`config.mk`:
```
export PLATFORM = sky130hd
export DESIGN_NAME = uart_cmd_parser_flat
export DESIGN_NICKNAME = d
export VERILOG_FILES = /design/src/rtl/uart_cmd_parser_if.sv /design/src/rtl/uart_cmd_parser.sv /design/src/flat_wrapper.sv
export SDC_FILE = /design/constraint.sdc
export NUM_CORES = 1
export LEC_CHECK = 0
export BUFFER_PORTS_ARGS = -buffer_cell sky130_fd_sc_hd__buf_2
export CAP_MARGIN = 20
export CORE_MARGIN = 2
export CORE_UTILIZATION = 60
export DETAILED_ROUTE_END_ITERATION = 6
export PLACE_DENSITY = 0.82
export SYNTH_ARGS = -nofsm -noshare
export SYNTH_HDL_FRONTEND = slang
export SYNTH_SLANG_ARGS = --single-unit
```
`constraint.sdc`:
```
create_clock -name clk -period 9 [get_ports clk]
set_clock_uncertainty 0.1 [all_clocks]
set_input_delay 1.8 -clock clk [delete_from_list [all_inputs] [get_ports clk]]
set_output_delay 1.8 -clock clk [all_outputs]
set_load 0.02 [all_outputs]
```
`src/rtl/uart_cmd_parser_if.sv`:
```
// Byte-stream input and register-write request output of the command-frame parser.
`timescale 1ns/1ps
interface uart_cmd_parser_if;
    logic [7:0]  i_RXD_Dout;
    logic        i_RXD_Done;
    logic [7:0]  o_PKT_Addr;
    logic [15:0] o_PKT_Data;
    logic        o_PKT_Valid;
    logic        o_PKT_Err;
    logic [1:0]  o_PKT_ErrCode;
    logic [7:0]  o_PKT_Cnt;
    logic        o_PKT_Busy;

    // Byte source / consumer of write requests
    modport master (
        output i_RXD_Dout, i_RXD_Done,
        input  o_PKT_Addr, o_PKT_Data, o_PKT_Valid, o_PKT_Err,
               o_PKT_ErrCode, o_PKT_Cnt, o_PKT_Busy
    );

    // Parser side
    modport slave (
        input  i_RXD_Dout, i_RXD_Done,
        output o_PKT_Addr, o_PKT_Data, o_PKT_Valid, o_PKT_Err,
               o_PKT_ErrCode, o_PKT_Cnt, o_PKT_Busy
    );
endinterface

```
`src/rtl/uart_cmd_parser.sv`:
```
// Assembles HEAD|ADDR|DATA_H|DATA_L|CSUM frames from a received byte stream and
// issues register-write requests; flags checksum errors and inter-byte timeouts.
`timescale 1ns/1ps
module uart_cmd_parser #(
    parameter logic [7:0]  HEAD_BYTE   = 8'hAA,
    parameter int unsigned TIMEOUT_CYC = 50000
) (
    input  logic               clk,
    input  logic               rst,
    uart_cmd_parser_if.slave   bus
);

    localparam int unsigned CNT_W = (TIMEOUT_CYC > 1) ? $clog2(TIMEOUT_CYC) : 1;
    localparam logic [CNT_W-1:0] TMO_LAST = CNT_W'(TIMEOUT_CYC - 1);

    typedef enum logic [2:0] {
        S_IDLE,
        S_ADDR,
        S_DH,
        S_DL,
        S_CSUM
    } state_t;

    state_t           state_q;
    state_t           state_d;
    logic [CNT_W-1:0] tmo_cnt;
    logic [7:0]       addr_sh;
    logic [7:0]       dh_sh;
    logic [7:0]       dl_sh;
    logic [7:0]       csum_c;
    logic             good_c;
    logic             csum_err_c;
    logic             tmo_c;

    // 8-bit truncating checksum over the shadowed payload
    assign csum_c = addr_sh + dh_sh + dl_sh;

    // State register
    always_ff @(posedge clk) begin
        if (rst) begin
            state_q <= S_IDLE;
        end else begin
            state_q <= state_d;
        end
    end

    // Next-state and frame-result decode; a strobe always beats timeout expiry
    always_comb begin
        state_d    = state_q;
        good_c     = 1'b0;
        csum_err_c = 1'b0;
        tmo_c      = 1'b0;
        if (bus.i_RXD_Done) begin
            case (state_q)
                S_IDLE: if (bus.i_RXD_Dout == HEAD_BYTE) state_d = S_ADDR;
                S_ADDR: state_d = S_DH;
                S_DH:   state_d = S_DL;
                S_DL:   state_d = S_CSUM;
                S_CSUM: begin
                    state_d    = S_IDLE;
                    good_c     = (bus.i_RXD_Dout == csum_c);
                    csum_err_c = (bus.i_RXD_Dout != csum_c);
                end
                default: state_d = S_IDLE;
            endcase
        end else if (state_q != S_IDLE && tmo_cnt == TMO_LAST) begin
            state_d = S_IDLE;
            tmo_c   = 1'b1;
        end
    end

    // Inter-byte timeout counter, idle outside frames
    always_ff @(posedge clk) begin
        if (rst) begin
            tmo_cnt <= '0;
        end else if (bus.i_RXD_Done || state_q == S_IDLE || tmo_c) begin
            tmo_cnt <= '0;
        end else begin
            tmo_cnt <= tmo_cnt + CNT_W'(1);
        end
    end

    // Shadow registers for the frame payload
    always_ff @(posedge clk) begin
        if (rst) begin
            addr_sh <= '0;
            dh_sh   <= '0;
            dl_sh   <= '0;
        end else if (bus.i_RXD_Done) begin
            case (state_q)
                S_ADDR:  addr_sh <= bus.i_RXD_Dout;
                S_DH:    dh_sh   <= bus.i_RXD_Dout;
                S_DL:    dl_sh   <= bus.i_RXD_Dout;
                default: ;
            endcase
        end
    end

    // Registered request/status outputs
    always_ff @(posedge clk) begin
        if (rst) begin
            bus.o_PKT_Addr    <= '0;
            bus.o_PKT_Data    <= '0;
            bus.o_PKT_Valid   <= 1'b0;
            bus.o_PKT_Err     <= 1'b0;
            bus.o_PKT_ErrCode <= '0;
            bus.o_PKT_Cnt     <= '0;
        end else begin
            bus.o_PKT_Valid <= good_c;
            bus.o_PKT_Err   <= csum_err_c | tmo_c;
            if (good_c) begin
                bus.o_PKT_Addr <= addr_sh;
                bus.o_PKT_Data <= {dh_sh, dl_sh};
                bus.o_PKT_Cnt  <= bus.o_PKT_Cnt + 8'd1;
            end
            if (csum_err_c) begin
                bus.o_PKT_ErrCode <= 2'b01;
            end else if (tmo_c) begin
                bus.o_PKT_ErrCode <= 2'b10;
            end
        end
    end

    // Frame-in-progress indicator
    assign bus.o_PKT_Busy = (state_q != S_IDLE);

endmodule
```
`src/flat_wrapper.sv`:
```
// flat-port wrapper written by rule: the top's interface ports become plain ports
module uart_cmd_parser_flat 
#(
    parameter logic [7:0]  HEAD_BYTE   = 8'hAA,
    parameter int unsigned TIMEOUT_CYC = 50000
)
  (clk, rst, bus_i_RXD_Dout, bus_i_RXD_Done, bus_o_PKT_Addr, bus_o_PKT_Data, bus_o_PKT_Valid, bus_o_PKT_Err, bus_o_PKT_ErrCode, bus_o_PKT_Cnt, bus_o_PKT_Busy);
  uart_cmd_parser_if bus_i ();
  input  logic clk;
  input  logic rst;
  input wire logic [$bits(bus_i.i_RXD_Dout)-1:0] bus_i_RXD_Dout;
  input wire logic [$bits(bus_i.i_RXD_Done)-1:0] bus_i_RXD_Done;
  output wire logic [$bits(bus_i.o_PKT_Addr)-1:0] bus_o_PKT_Addr;
  output wire logic [$bits(bus_i.o_PKT_Data)-1:0] bus_o_PKT_Data;
  output wire logic [$bits(bus_i.o_PKT_Valid)-1:0] bus_o_PKT_Valid;
  output wire logic [$bits(bus_i.o_PKT_Err)-1:0] bus_o_PKT_Err;
  output wire logic [$bits(bus_i.o_PKT_ErrCode)-1:0] bus_o_PKT_ErrCode;
  output wire logic [$bits(bus_i.o_PKT_Cnt)-1:0] bus_o_PKT_Cnt;
  output wire logic [$bits(bus_i.o_PKT_Busy)-1:0] bus_o_PKT_Busy;
  assign bus_i.i_RXD_Dout = bus_i_RXD_Dout;
  assign bus_i.i_RXD_Done = bus_i_RXD_Done;
  assign bus_o_PKT_Addr = bus_i.o_PKT_Addr;
  assign bus_o_PKT_Data = bus_i.o_PKT_Data;
  assign bus_o_PKT_Valid = bus_i.o_PKT_Valid;
  assign bus_o_PKT_Err = bus_i.o_PKT_Err;
  assign bus_o_PKT_ErrCode = bus_i.o_PKT_ErrCode;
  assign bus_o_PKT_Cnt = bus_i.o_PKT_Cnt;
  assign bus_o_PKT_Busy = bus_i.o_PKT_Busy;
  uart_cmd_parser #(.HEAD_BYTE(HEAD_BYTE), .TIMEOUT_CYC(TIMEOUT_CYC)) u_core (.clk(clk), .rst(rst), .bus(bus_i));
endmodule
```
==> summary.md, run 1 <==
| Metric | Value |
|---|---|
| CTS tree | done |
| Post-synthesis net count | 454 |
| Largest cells by area after synthesis | dfxtp_1, a21oi_1, nand2_1, nand4_1, fa_1 |
| Routability Congestion | 0.910 |
| Core area | 5890 um^2 |
| EDFF count, synth | 0 |
| Post-synth top flop | dfxtp_1 |
| Initial DRC Count | 308 |
| Worst path slowest cell | nand3_1 |
| Largest net degree at the start of global routing | 63 |
| # DRC | 0 |
| Critical path class | input pin to flop |
| Design Power | 0.000675 W |
| Post-CTS Repair Setup Buffers | 0 |
| Clk Tree Root Cell | clkbuf_8 |
| Top-count cell post-synth | dfxtp_1 |
| Inserted Diodes | 0 |
| Maxcap violations | 0 |
| Die width | 82.0 um |
| Slew Limit Fails | 0 |
| Max IR drop VDD | 0.118 mV |
| DP HPWL | 5990 um |
| Share of Yosys cell area claimed by the top area cell type | 43.3% |
| Chip Height | 82.0 um |
| Clock Latency Late Sink | 360 ps |
| Synthesized area | 3650 um^2 |
| Post-synth top area cell | dfxtp_1 |
| Pre-CTS setup slack | 4720 ps |
| Die area | 6730 um^2 |
| Post-CTS Hold Fix Bufs | 0 |
| Layout cells sized above 1 | 15.3% |
| Slew headroom | 34.3% |
| Pwr/cell area | 164 nW/um^2 |
| Clock tree buffer depth | 2 |
| CP delay by family, top | simple AND/OR/NAND/NOR gates |
| Antenna violation net count after detailed routing | 0 |
| Crit path buffers/inverters | 1 |
| First drt pass iteration count | 5 |
| Yosys warns | 0 |
| RSZ-0062 raised after global routing | false |
| Initial Util | 62.1% |
| GRT Residual Overflow | 0 |
| Final cycle utilization of the critical path | 43.8% |
| Syn-to-layout area delta | 13.0% |
| Hold Crit Class | flop to flop |
| # rows | 28 |
| Post-synth ARST share | 0% |
| Setup ws final | 5060 ps |
| Minimum clock period | 3940 ps |
| I/O Buffers | 47 |
| Clock-pin slew on the worst setup and hold paths | 70 ps |
| Post-synth top cells | dfxtp_1, nand2_1, a21oi_1 |
| CP Max Fanout | 28 |
| Nets | 488 |
| GRT Util Overall | 28.3% |
| Initial antenna violation count | 0 |
| CTS Buf Count | 9 |
| Vias in the first global route | 2,987 |
| H-Tree Level Count | 3 |
| Setup violations, final | 0 |
| Status | completed |
| Startpoint types | input pin |
| Global-route wire length before repair | 14,200 um |
| Pleak | 1.63 nW |
| Setup tns final | 0 ps |
| Worst setup EP type | flop |
| Cts repair resizes | 0 |
| Wire length per cell | 16.9 um |
| Syn_area_per_cell | 8.55 um^2 |
| Req. time, crit path | 9180 ps |
| Cell count after synthesis | 427 |
| Via count | 3,339 |
| Number of synthesized register bits | 79 |
| CTS sink count | 79 |
| Critical-path cell list | buf_2 -> xnor3_1 -> nand4_1 -> nor3_1 -> nand3_1 -> or3_1 -> a21oi_1 |
| # IOs | 48 |
| Final WL | 9100 um |
| Arrival time worst endpoint | 4130 ps |
| Vias per cell | 6.18 |
| Synth cell types | 42 |
| Peak Freq | 254 MHz |
| Hold Vio Cnt, Final | 0 |
| Crit-path max cell delay | 750 ps |
| Register area share after synthesis | 43.3% |
| Worst slew pin tran | 983 ps |
layout make-up:
class	instances	area, um^2
Multi-Input combinational cell	319	1960
Tap cell	75	93.8
Clock inverter	3	65.1
Timing Repair Buffer	50	258
Sequential cell	79	1580
Inverter	2	7.51
Clock buffer	12	165
Fill cell	460	1760
worst min-delay path, stage by stage (launching register included):
cell and delay (ps):
dfxtp_1 310, o21ai_0 60, a21oi_1 60
where the power goes:
part	total, W	internal [W]	leakage [nW]	switching (W)
Sequential	0.000349	0.000349	0.636	0.000000152
Clock	0.000304	0.000177	0.118	0.000127
Combinational	0.0000220	0.00000609	0.879	0.0000159
Total	0.000675	0.000532	1.63	0.000143
routing by layer:
metal  GRT usage, %  vias up  part of all wire (%)
met1           37.4     1580                    43
met3           5.49       28                   6.6
met4           14.2        0                   2.8
met2           44.4      148                    48
li1               -     1583                     -
met5              0        -                     0
sequential cells by signal, indices dropped and copies added, names as in the netlist:
register	count
u_core.bus.o_PKT_Err	1
u_core.dl_sh	8
u_core.bus.o_PKT_Data	16
u_core.tmo_cnt	16
u_core.bus.o_PKT_Valid	1
u_core.state_q	3
u_core.dh_sh	8
u_core.bus.o_PKT_Cnt	8
u_core.bus.o_PKT_ErrCode	2
u_core.addr_sh	8
u_core.bus.o_PKT_Addr	8
per-stage QoR:
stage,cells,hold slack (ps),instance area (um^2),util [%]
4_1_cts,540,372,4130,70.1
3_5_place_dp,525,363,3900,66.2
2_1_floorplan,427,349,3650,-
3_3_place_gp,525,345,3900,66.2
6_report,540,369,4130,70.1
5_1_grt,540,398,4130,70.1
cells by family after synthesis:
logic type	count (synthesis)	synth area share (%)
adder cells (fa/ha/maj)	16	7.13
AO/OA/AOI/OAI	105	15.8
XOR/XNOR	25	6.95
multiplexers	1	0.308
AND/OR/NAND/NOR	172	23.3
flip-flops	79	43.3
buffers and inverters	29	3.25
layout by cell type (no fill, tap or decap), types with 2 or more instances in the layout:
master / Yosys / layout
dfxtp_1: 79 / 79
nand2_1: 65 / 65
a21oi_1: 61 / 61
buf_2: 2 / 47
nand4_1: 30 / 30
o21ai_0: 29 / 29
nor2_1: 24 / 24
nand3_1: 14 / 14
xor2_1: 14 / 14
and3_1: 12 / 12
clkbuf_8: 0 / 12
xnor2_1: 8 / 8
fa_1: 8 / 8
ha_1: 8 / 8
nor3_1: 5 / 4
and4_1: 3 / 3
nand2b_1: 3 / 3
nor4_1: 3 / 3
o21a_1: 3 / 3
o31ai_1: 3 / 3
or4_1: 3 / 3
buf_4: 0 / 3
or3_1: 2 / 2
nor2b_1: 2 / 2
inv_1: 2 / 2
xnor3_1: 2 / 2
a21o_1: 2 / 2
o31a_1: 2 / 2
bufinv_16: 0 / 2
worst paths after layout:
check,from,slack (ps),to,depth (start not counted)
worst max-delay path,bus_i_RXD_Dout[3],5060,u_core.bus.o_PKT_Cnt[0],7
worst min-delay path,u_core.bus.o_PKT_Addr[0],370,u_core.bus.o_PKT_Addr[0],2
worst max register to register,u_core.dh_sh[1],5180,u_core.bus.o_PKT_Cnt[0],9
worst min register to register,u_core.bus.o_PKT_Addr[0],370,u_core.bus.o_PKT_Addr[0],2
Power figures use the tool's default switching activity.
==> run 2: changes to the inputs <==
CORE_UTILIZATION = 52   (was 60)
PLACE_DENSITY = 0.76   (was 0.82)
clock period = 3.6 ns   (was 9 ns; I/O delays follow)
==> run 2 against run 1 <==
Sequential share of layout area decreased by 0.21 points. Global-route usage decreased by 4.7 points. Sequential cell count unchanged. Total power increased by 130%. Clock power increased by 110%. Sequential power increased to 2.5 times the previous value. Cell area increased by 0.55%. Routed wire length decreased by 4.1%. Cell count increased by 4.8%. Critical endpoint is now u_core.bus.o_PKT_Cnt[3]. Largest cell class unchanged. Highest routed layer unchanged.
==> summary.md, run 2 (synthesis results as in run 1) <==
| Metric | Value |
|---|---|
| Status | completed |
| CTS Buf Count | 9 |
| Layout fillers | 600 |
| # rows | 30 |
| Pwr/cell area | 381 nW/um^2 |
| GRT Residual Overflow | 0 |
| Global-route wire length before repair | 14,200 um |
| Slew headroom | 58.0% |
| Placed cell areas | 3950 um^2 |
| Syn-to-layout area delta | 13.6% |
| Slew Limit Fails | 0 |
| Initial Util | 53.8% |
| H-Tree Level Count | 3 |
| Chip Height | 87.8 um |
| Layout cells sized above 1 | 16.2% |
| GRT Util Overall | 23.7% |
| Antenna violation net count after detailed routing | 0 |
| Setup ws final | 323 ps |
| Core area | 6790 um^2 |
| Final WL | 8730 um |
| Post-CTS Repair Setup Buffers | 0 |
| Sequential cell area | 1580 um^2 |
| Hold Crit Class | flop to flop |
| Max IR drop VDD | 0.254 mV |
| Setup violations, final | 0 |
| CTS sink count | 79 |
| Critical path class | flop to flop |
| I/O Buffers | 47 |
| Routability Congestion | 0.934 |
| Vias per cell | 5.76 |
| Final cycle utilization of the critical path | 91.0% |
| Clock-pin slew on the worst setup and hold paths | 80 ps |
| Worst slew pin tran | 627 ps |
| Commonest non-fill, non-tap cells in the layout | dfxtp_1, nand2_1, a21oi_1 |
| Clock Latency Late Sink | 350 ps |
| Cts repair resizes | 0 |
| RSZ-0062 raised after global routing | false |
| # IOs | 48 |
| Vias in the first global route | 2,992 |
| Pre-CTS setup slack | 339 ps |
| Via count | 3,261 |
| Post-CTS Hold Fix Bufs | 0 |
| Nets | 492 |
| First drt pass iteration count | 5 |
| Hold Vio Cnt, Final | 0 |
| Minimum clock period | 3280 ps |
| Die width | 87.8 um |
| # DRC | 0 |
| Largest net degree at the start of global routing | 62 |
| Setup tns final | 0 ps |
| Peak Freq | 305 MHz |
| Initial DRC Count | 185 |
| Commonest non-fill, non-tap cell in the layout | dfxtp_1 |
| Cell area after layout | 4150 um^2 |
| Pleak | 1.63 nW |
| Design Power | 0.00158 W |
| Initial antenna violation count | 0 |
| Die area | 7710 um^2 |
| Multi-input logic area | 1960 um^2 |
| Clock tree buffer depth | 2 |
| Req. time, crit path | 3770 ps |
| Top Registers | u_core.bus.o_PKT_Data (16), u_core.tmo_cnt (16) |
| Startpoint types | flop |
| Arrival time worst endpoint | 3450 ps |
| DP HPWL | 6020 um |
| Inserted Diodes | 0 |
| Worst setup EP type | flop |
| Wire length per cell | 15.4 um |
| Clk Tree Root Cell | clkbuf_8 |
| CTS tree | done |
| Maxcap violations | 0 |
| CP Max Fanout | 12 |
==> run 2: cell count changes in the layout (fill, tap and decap cells not counted), sizes merged <==
cell,before,now
clkinvlp,0,2
inv,2,3
clkbuf,12,9
buf,50,54
clkinv,1,3
bufinv,2,1
==> run 2: final timing paths <==
check	cells past startpoint	slack, ps	from	endpoint
max	9	320	u_core.dl_sh[1]	u_core.bus.o_PKT_Cnt[3]
min	2	360	u_core.bus.o_PKT_ErrCode[0]	u_core.bus.o_PKT_ErrCode[0]
max reg2reg	9	320	u_core.dl_sh[1]	u_core.bus.o_PKT_Cnt[3]
min reg2reg	2	360	u_core.bus.o_PKT_ErrCode[0]	u_core.bus.o_PKT_ErrCode[0]
==> run 2: final cells by class <==
cell class,instances,area share [%]
multi-input cells,319,47.2
flip-flops and latches,79,38.1
repair buffers,54,6.93
clock buffers,9,2.98
well taps,96,2.89
clock inverters,7,1.75
inverters,2,0.181
==> run 2: power by group <==
| group | internal (W) | total, W | switching [W] |
|---|---|---|---|
| Clock | 0.000321 | 0.000649 | 0.000328 |
| Sequential | 0.000873 | 0.000873 | 0.000000366 |
| Combinational | 0.0000161 | 0.0000571 | 0.0000410 |
==> run 2: through the flow <==
stage / util (%) / hold slack (ps) / cells
after CTS: 61.1 / 364 / 566
after floorplan: - / 349 / 427
after global placement: 58.2 / 348 / 550
after global routing: 61.1 / 386 / 566
final: 61.1 / 362 / 566
after detailed placement: 58.2 / 351 / 550
==> run 2: metal layers <==
layer / up-vias / routed length (um) / GRT usage (%)
met4: 0 / 140 / 8.67
met3: 13 / 541 / 5.18
met5: - / 0 / 0
met1: 1557 / 3960 / 32.1
li1: 1586 / - / -
met2: 105 / 4090 / 37.2
==> run 2: worst max-delay path, cell delays in order, from the launching register on <==
cell,delay (ps)
dfxtp_1,350
fa_1,490
ha_1,240
fa_1,420
xnor3_1,300
nand4_1,80
nor3_1,250
nand2_1,290
or4_1,560
a21oi_1,140
